--- src/rtl/snoop_bus_arb.sv ---
// Snooping coherence bus: round-robin arbitration of rd/wr/upg misses, snoop, forward or fetch, invalidate.
// Latency request->done: rd hit 3+HOLD, rd miss 3+MEM_LAT, wr one more, upg 3 cycles.
// Backpressure: requesters hold their request until done; the bus serves one transaction at a time.
module snoop_bus_arb #(
    parameter int NCPU    = 4,
    parameter int ADDR_W  = 11,
    parameter int HOLD    = 2,
    parameter int MEM_LAT = 4
) (
    input  logic                     clk,
    input  logic                     rst,
    input  logic [NCPU-1:0]          req_rd,
    input  logic [NCPU-1:0]          req_wr,
    input  logic [NCPU-1:0]          req_upg,
    input  logic [NCPU*ADDR_W-1:0]   req_addr,
    input  logic [NCPU-1:0]          snoop_hit,
    input  logic [NCPU-1:0]          snoop_dirty,
    output logic [NCPU-1:0]          grant,
    output logic [NCPU-1:0]          done,
    output logic [ADDR_W-1:0]        bus_addr,
    output logic [NCPU-1:0]          snoop_req,
    output logic [NCPU-1:0]          fwd_sel,
    output logic [$clog2(NCPU)-1:0]  src_id,
    output logic [NCPU-1:0]          inval,
    output logic [NCPU-1:0]          wback_dmem,
    output logic                     mem_rd
);
    localparam int IDW  = $clog2(NCPU);
    localparam int MAXC = (HOLD > MEM_LAT) ? HOLD : MEM_LAT;
    localparam int CW   = $clog2(MAXC + 1);

    typedef enum logic [2:0] {S_IDLE, S_SNOOP, S_FWD, S_MEM, S_INVAL, S_DONE} state_t;
    typedef enum logic [1:0] {OP_RD, OP_WR, OP_UPG} op_t;

    state_t            state;
    op_t               op_q;
    logic [IDW-1:0]    id_q;
    logic [IDW-1:0]    rr_q;
    logic [IDW-1:0]    src_q;
    logic [ADDR_W-1:0] addr_q;
    logic [CW-1:0]     cnt_q;

    logic [NCPU-1:0]   pend;
    logic              win_vld;
    logic [IDW-1:0]    win_id;
    logic [IDW-1:0]    idx;
    op_t               win_op;
    logic [ADDR_W-1:0] win_addr;
    logic [NCPU-1:0]   owner_oh;
    logic [NCPU-1:0]   hit_m;
    logic [NCPU-1:0]   dirty_m;
    logic [IDW-1:0]    hit_idx;

    assign pend     = req_rd | req_wr | req_upg;
    assign owner_oh = NCPU'(1) << id_q;
    assign hit_m    = snoop_hit & ~owner_oh;
    assign dirty_m  = snoop_dirty & ~owner_oh;

    // Round-robin search starting at rr_q, wrapping past NCPU-1.
    always_comb begin
        win_vld  = 1'b0;
        win_id   = '0;
        idx      = '0;
        for (int i = 0; i < NCPU; i++) begin
            idx = IDW'((int'(rr_q) + i) % NCPU);
            if (!win_vld && pend[idx]) begin
                win_vld = 1'b1;
                win_id  = idx;
            end
        end
        win_op   = req_rd[win_id] ? OP_RD : (req_wr[win_id] ? OP_WR : OP_UPG);
        win_addr = req_addr[win_id*ADDR_W +: ADDR_W];
    end

    always_comb begin
        hit_idx = '0;
        for (int i = NCPU - 1; i >= 0; i--) begin
            if (hit_m[i]) hit_idx = IDW'(i);
        end
    end

    always_ff @(posedge clk or posedge rst) begin
        if (rst) begin
            state  <= S_IDLE;
            op_q   <= OP_RD;
            id_q   <= '0;
            rr_q   <= '0;
            src_q  <= '0;
            addr_q <= '0;
            cnt_q  <= '0;
        end else begin
            case (state)
                S_IDLE: begin
                    cnt_q <= '0;
                    if (win_vld) begin
                        id_q   <= win_id;
                        op_q   <= win_op;
                        addr_q <= win_addr;
                        state  <= (win_op == OP_UPG) ? S_INVAL : S_SNOOP;
                    end
                end
                S_SNOOP: begin
                    src_q <= hit_idx;
                    cnt_q <= '0;
                    state <= (|hit_m) ? S_FWD : S_MEM;
                end
                S_FWD: begin
                    if (cnt_q == CW'(HOLD - 1)) begin
                        cnt_q <= '0;
                        state <= (op_q == OP_RD) ? S_DONE : S_INVAL;
                    end else begin
                        cnt_q <= cnt_q + CW'(1);
                    end
                end
                S_MEM: begin
                    if (cnt_q == CW'(MEM_LAT - 1)) begin
                        cnt_q <= '0;
                        state <= (op_q == OP_RD) ? S_DONE : S_INVAL;
                    end else begin
                        cnt_q <= cnt_q + CW'(1);
                    end
                end
                S_INVAL: state <= S_DONE;
                S_DONE: begin
                    rr_q  <= IDW'((int'(id_q) + 1) % NCPU);
                    state <= S_IDLE;
                end
                default: state <= S_IDLE;
            endcase
        end
    end

    // Dirty peer supplies data and pushes its copy to dmem in the snoop cycle.
    always_comb begin
        grant      = '0;
        done       = '0;
        bus_addr   = '0;
        snoop_req  = '0;
        fwd_sel    = '0;
        src_id     = '0;
        inval      = '0;
        wback_dmem = '0;
        mem_rd     = 1'b0;
        if (state != S_IDLE) begin
            grant    = owner_oh;
            bus_addr = addr_q;
        end
        case (state)
            S_SNOOP: begin
                snoop_req = ~owner_oh;
                src_id    = hit_idx;
                if (|hit_m && dirty_m[hit_idx]) wback_dmem = NCPU'(1) << hit_idx;
            end
            S_FWD: begin
                fwd_sel = owner_oh;
                src_id  = src_q;
            end
            S_MEM:   mem_rd = 1'b1;
            S_INVAL: begin
                inval      = ~owner_oh;
                wback_dmem = owner_oh;
            end
            S_DONE:  done = owner_oh;
            default: ;
        endcase
    end
endmodule

--- config.mk ---
export PLATFORM = sky130hd
export DESIGN_NAME = snoop_bus_arb
export DESIGN_NICKNAME = d
export VERILOG_FILES = /design/src/rtl/snoop_bus_arb.sv
export SDC_FILE = /design/constraint.sdc
export NUM_CORES = 1
export LEC_CHECK = 0
export CORE_ASPECT_RATIO = 1.75
export CORE_MARGIN = 2
export CORE_UTILIZATION = 37
export DETAILED_ROUTE_END_ITERATION = 10
export PLACE_DENSITY = 0.74
export SLEW_MARGIN = 20
export SYNTH_ARGS = -nofsm -noshare
export SYNTH_HDL_FRONTEND = slang
export SYNTH_SLANG_ARGS = --single-unit
--- constraint.sdc ---
create_clock -name clk -period 2.5 [get_ports clk]
set_input_delay 0.375 -clock clk [delete_from_list [all_inputs] [get_ports clk]]
set_output_delay 0.375 -clock clk [all_outputs]
set_load 0.02 [all_outputs]
After elaboration in Yosys (flattened, before gate mapping) --
Index checks and enable logic that the tools add are counted.
Operators by class: equality and inequality tests 11, shift operators 3, add/subtract/negate cells 5, muxes and demuxes 48, multipliers 1, bitwise gates (word level) 5, reductions and logical operators 15, order comparisons 6
Operators with widths (number):
- $shiftx A44 B7 Y11 | 1
- $mux W4 | 6
- $mux W2 | 10
- $lt A2 B3 Y1 const B | 6
- $mux W3 | 6
- $pmux W3 S5 | 1
- $bmux W1 S2 | 7
- $mux W1 | 14
- $mux W11 | 1
- $eq A3 B2 Y1 const B | 3
- $pmux W3 S3 | 1
- $and A4 B4 Y4 | 2
- $or A4 B4 Y4 | 2
- $pmux W4 S2 | 1
- $shl A1 B2 Y4 const A | 2
- $eq A3 B1 Y1 const B | 2
- $eq A3 B3 Y1 const B | 2
- $mul A2 B4 Y6 const B | 1
- $ne A2 B2 Y1 const B | 3
- $reduce_bool A3 Y1 | 2
- $add A2 B1 Y2 const B | 2
- $add A2 B2 Y2 const B | 2
- $logic_and A1 B1 Y1 | 4
- $not A4 Y4 | 1
- other kinds (10) | 12
Word-level totals: output and inout bits 38, word-level logic and storage cells 101, register bits 25, bits of input ports 66

Longest topological paths before layout --
depth in word-level cells 22, depth in mapped cells 8

Least setup slack after synthesis --
OpenSTA, ideal clock, no wires.
path kind reg-to-output, start point register id_q[1], end point output port wback_dmem[0], arrival 1837 ps, data required time 2125 ps, slack 288 ps, cell stages (with the launch flop) 9, path through dfrtp_1 inv_1 ha_1 nor2b_1 a21oi_1 o21ai_0 a31oi_1 nand3_1 o21ai_0
Between the ends: longest elaborated chain between the ends 12, elaborated cells on any way between the ends 15, those cells by class shift: 2; mux: 8; bitwise: 3; reduce/logical: 2
RTL lines:
- from (decl) | line 37 | logic [IDW-1:0] id_q;
- from (signal assigned) | line 96 | id_q <= win_id;
- $shl A1 B2 Y4 (*) | line 55 | assign owner_oh = NCPU'(1) << id_q;
- $not A4 Y4 | line 56, 57
- $and A4 B4 Y4 | line 56 | assign hit_m = snoop_hit & ~owner_oh;
- $mux W2 (4 in series) | line 78 | if (hit_m[i]) hit_idx = IDW'(i);
- $bmux W1 S2 | line 152 | if (|hit_m && dirty_m[hit_idx]) wback_dmem = NCPU'(1) << hit_idx;
- $mux W1 (implied by the code) | line 152
- $logic_and A1 B1 Y1 | line 152
- $mux W4 | line 152
- $pmux W4 S2 (*) | line 148 | case (state)
- to (decl) | line 25 | output logic [NCPU-1:0] wback_dmem,
Every way passes the cells marked *; elsewhere a longest branch is shown, timed or not. The select of a mux whose other input is x is not followed.

Worst setup path after layout --
start point register id_q[0], end point output port wback_dmem[0]
Same word-level chain as after synthesis.

==> results.ini <==
[floorplan]
core_area_mm2=0.00559
ios=104
floorplan.die.height_um=105
design.die.area_mm2=0.00648
rows=36
floorplan.initialDensity_pct=38.6
die-width_um=61.7

[synthesis]
synth_fp_nets=321
post_synthesis_cells=247
synth.avg_cell_area_um2=8.73
synth_area_mm2=0.00216
synth_seq_cells=25
synthDistinctLibCells=45
post-synth-top-area-cell=sky130_fd_sc_hd__dfrtp_1
synth_edf_count=0
ys_async_sr_fraction_pct=100
yosys-top-cells-area=sky130_fd_sc_hd__dfrtp_1 29%, sky130_fd_sc_hd__mux2i_1 10%, sky130_fd_sc_hd__nor2b_1 5.8%
synthDominantCellAreaShare_pct=29.0
synthFlopType=sky130_fd_sc_hd__dfrtp_1
seq_area_frac_synth_pct=29.0
yosysWarnings=0

[final_layout]
layout_common_cells=94 x sky130_fd_sc_hd__clkdlybuf4s50_1, 34 x sky130_fd_sc_hd__buf_4, 29 x sky130_fd_sc_hd__nand2_1
antenna_cells_inserted=0
layout_commonest_cell=sky130_fd_sc_hd__clkdlybuf4s50_1
synthToLayoutAreaGrowth_pct=69.5
final_layout_size_suffix_gt1_share_pct=23.7
finish.utilization_pct=65.5
layout.filler_cells=507
number_of_nets_in_the_final_layout=455

[outcome]
outcome=finished clean

[setup_path]
worstSetupEndpointType=output pin
critPathMaxFanout=4
critical_path.slowest_cell=sky130_fd_sc_hd__dfrtp_1
rr_endpoint=op_q[1]
worst_r2r_src=cnt_q[1]
critPathMaxStageDelay_ns=0.45
setup.reg_to_reg.worst_slack_ns=0.47
critical_path_class=reg2out
ff2ff_path_depth=8
worstPathArrival_ns=2.08
required_ns=2.12
cp_launch_type=flip-flop
crit_path_cell_trace=buf_6 > ha_4 > nor2b_4 > a21oi_2 > nand4bb_1 > a31oi_4 > nand3_1 > o21ai_1 > buf_4

[clock_tree]
clkSlewWorstSetupHoldPaths_ns=0.10
cts-buffers-inserted=3
cts_buffer_depth=2
cts.sink_count=25
clock_tree.htree_level_count=1
cts-root-buf=sky130_fd_sc_hd__clkbuf_8
tritoncts_clock_tree=built
clock_insertion_delay_worst_skew_ns=0.27

[pwr]
powerDensity_mw_per_mm2=1080
worst_ir_drop_vdd_uv=511
p_leak_nw=1.70

[timing]
timing.max_slew.rel_slack_pct=74.2
top_achievable_clock_speed_mhz=407
fin_hold_ws_ns=0.450
worst_pin_slew_ns=0.384
clock_skew_ns=0.00680
setup-violations-final=0
rsz_0062_raised_after_global_routing=yes
number_of_hold_slack_violations_in_the_final_timing_report=0
report.final.slew_viol_count=0
final_min_period_over_clock_period_pct=98.3
finalCriticalPeriod_ns=2.46

[grt]
grt_pass1_vias=2356
grt_start_max_net_pins=26
antenna_found_initial=0
groute.usage.overall_pct=21.1
grt_first_pass_wirelength_um=10500
gr-total-overflow=0

[placement]
gp_congestion=0.860
dpl.hpwl_um=5400
io_buffers=103

[detailed_routing]
drt_wl_total_um=6730
wl_per_cell_um=14.8
drtPass1Iterations=4
number_of_vias_in_the_routed_layout=2310
drt_iter0_drc=59
vias_per_cell=5.07
drcViolationCount=0
ant_nets=0

[flow_run]
maxCapViolations=0

[min_path]
hp_class=in2async

-- logic make-up (layout without fill, tap and decap cells) --
family	count (synthesis)	in the layout	share of synthesized area (%)
AO/OA/AOI/OAI	57	57	19.1
multiplexers	35	35	18.2
flip-flops	25	25	29.0
AND/OR/NAND/NOR	97	97	22.9
adder cells (fa/ha/maj)	8	8	4.64
buffers and inverters	25	158	6.21
-- area by class of cell --
class,count,area [µm²],share of cell area [%]
clock buffer,3,41.3,1.13
clock inverter,1,7.51,0.205
inverter,15,56.3,1.54
multi-input combinational,197,1490,40.8
sequential,25,626,17.1
tap,76,95.1,2.60
timing repair buffer,139,1340,36.6
-- cell usage after synthesis, types with 3 or more instances --
master and number:
sky130_fd_sc_hd__and2_1 7, sky130_fd_sc_hd__buf_6 3, sky130_fd_sc_hd__nor2b_1 20, sky130_fd_sc_hd__clkbuf_1 5, sky130_fd_sc_hd__o211ai_1 8, sky130_fd_sc_hd__o21ai_0 14
sky130_fd_sc_hd__nand2b_1 4, sky130_fd_sc_hd__dfrtp_1 25, sky130_fd_sc_hd__o21ai_2 7, sky130_fd_sc_hd__nor3_1 5, sky130_fd_sc_hd__a21oi_1 4, sky130_fd_sc_hd__mux2_4 7
sky130_fd_sc_hd__mux2i_1 22, sky130_fd_sc_hd__a21o_1 3, sky130_fd_sc_hd__o21ai_1 3, sky130_fd_sc_hd__ha_1 8, sky130_fd_sc_hd__mux2_2 6, sky130_fd_sc_hd__nand2_1 30
sky130_fd_sc_hd__nor2_1 19, sky130_fd_sc_hd__inv_1 15, sky130_fd_sc_hd__and3_1 3, sky130_fd_sc_hd__a32o_1 3
-- per-layer routing --
| layer | up-vias | track usage (%) | routed length (µm) |
|---|---|---|---|
| met5 | - | 0 | 0 |
| met4 | 0 | 7.45 | 137 |
| met3 | 8 | 1.49 | 314 |
| met2 | 93 | 41.5 | 4000 |
| met1 | 1072 | 21.0 | 2280 |
| li1 | 1137 | - | - |
-- critical path: cells and delay by family, from the launching register on --
kind	cells	cell delay, ns
and+or+nand+nor	3	0.50
adders and majority gates	1	0.16
buffers and inverters	2	0.31
AOI/OAI and AO/OA	3	0.39
DFF	1	0.45
-- what timing repair did --
item,CTS,global route
pin swaps,1,7
setup buffers,1,2
endpoints found under the setup margin,9,11
cloned,0,0
hold buffers,0,0
resized for setup,28,30
-- registers in the layout, indices dropped and copies added, names as in the netlist --
signal	flops
addr_q	11
cnt_q	3
id_q	2
op_q	2
rr_q	2
src_q	2
state	3
-- how the worst max path moves through the flow --
stage,startpoint,to,slack [ns],cells after the start
floorplan,id_q[1],wback_dmem[0],0.29,8
global placement,snoop_hit[1],wback_dmem[1],-0.38,7
detailed placement,snoop_hit[1],wback_dmem[0],-0.47,8
CTS,id_q[0],wback_dmem[0],-0.06,9
global route,id_q[0],wback_dmem[1],-0.04,8
finish,id_q[0],wback_dmem[0],0.04,9
-- where the power goes --
| part | switching (W) | internal (W) | total (W) | leakage [nW] |
|---|---|---|---|---|
| Combinational | 0.00149 | 0.00150 | 0.00300 | 1.36 |
| Sequential | 0.000114 | 0.000582 | 0.000696 | 0.316 |
| Clock | 0.000136 | 0.000113 | 0.000249 | 0.0217 |
-- through the flow --
stage / total power, W / TNS (ns) / setup slack [ns] / area, µm² / std cells
6_report: 0.00394 / 0 / 0.0430 / 3660 / 456
2_1_floorplan: 0.00245 / 0 / 0.288 / 2160 / 247
5_1_grt: 0.00422 / -0.106 / -0.0415 / 3660 / 456
3_3_place_gp: 0.00354 / -2.15 / -0.382 / 3500 / 449
3_5_place_dp: 0.00359 / -2.68 / -0.467 / 3500 / 449
4_1_cts: 0.00390 / -0.0599 / -0.0599 / 3600 / 454
Power figures use the tool's default switching activity.
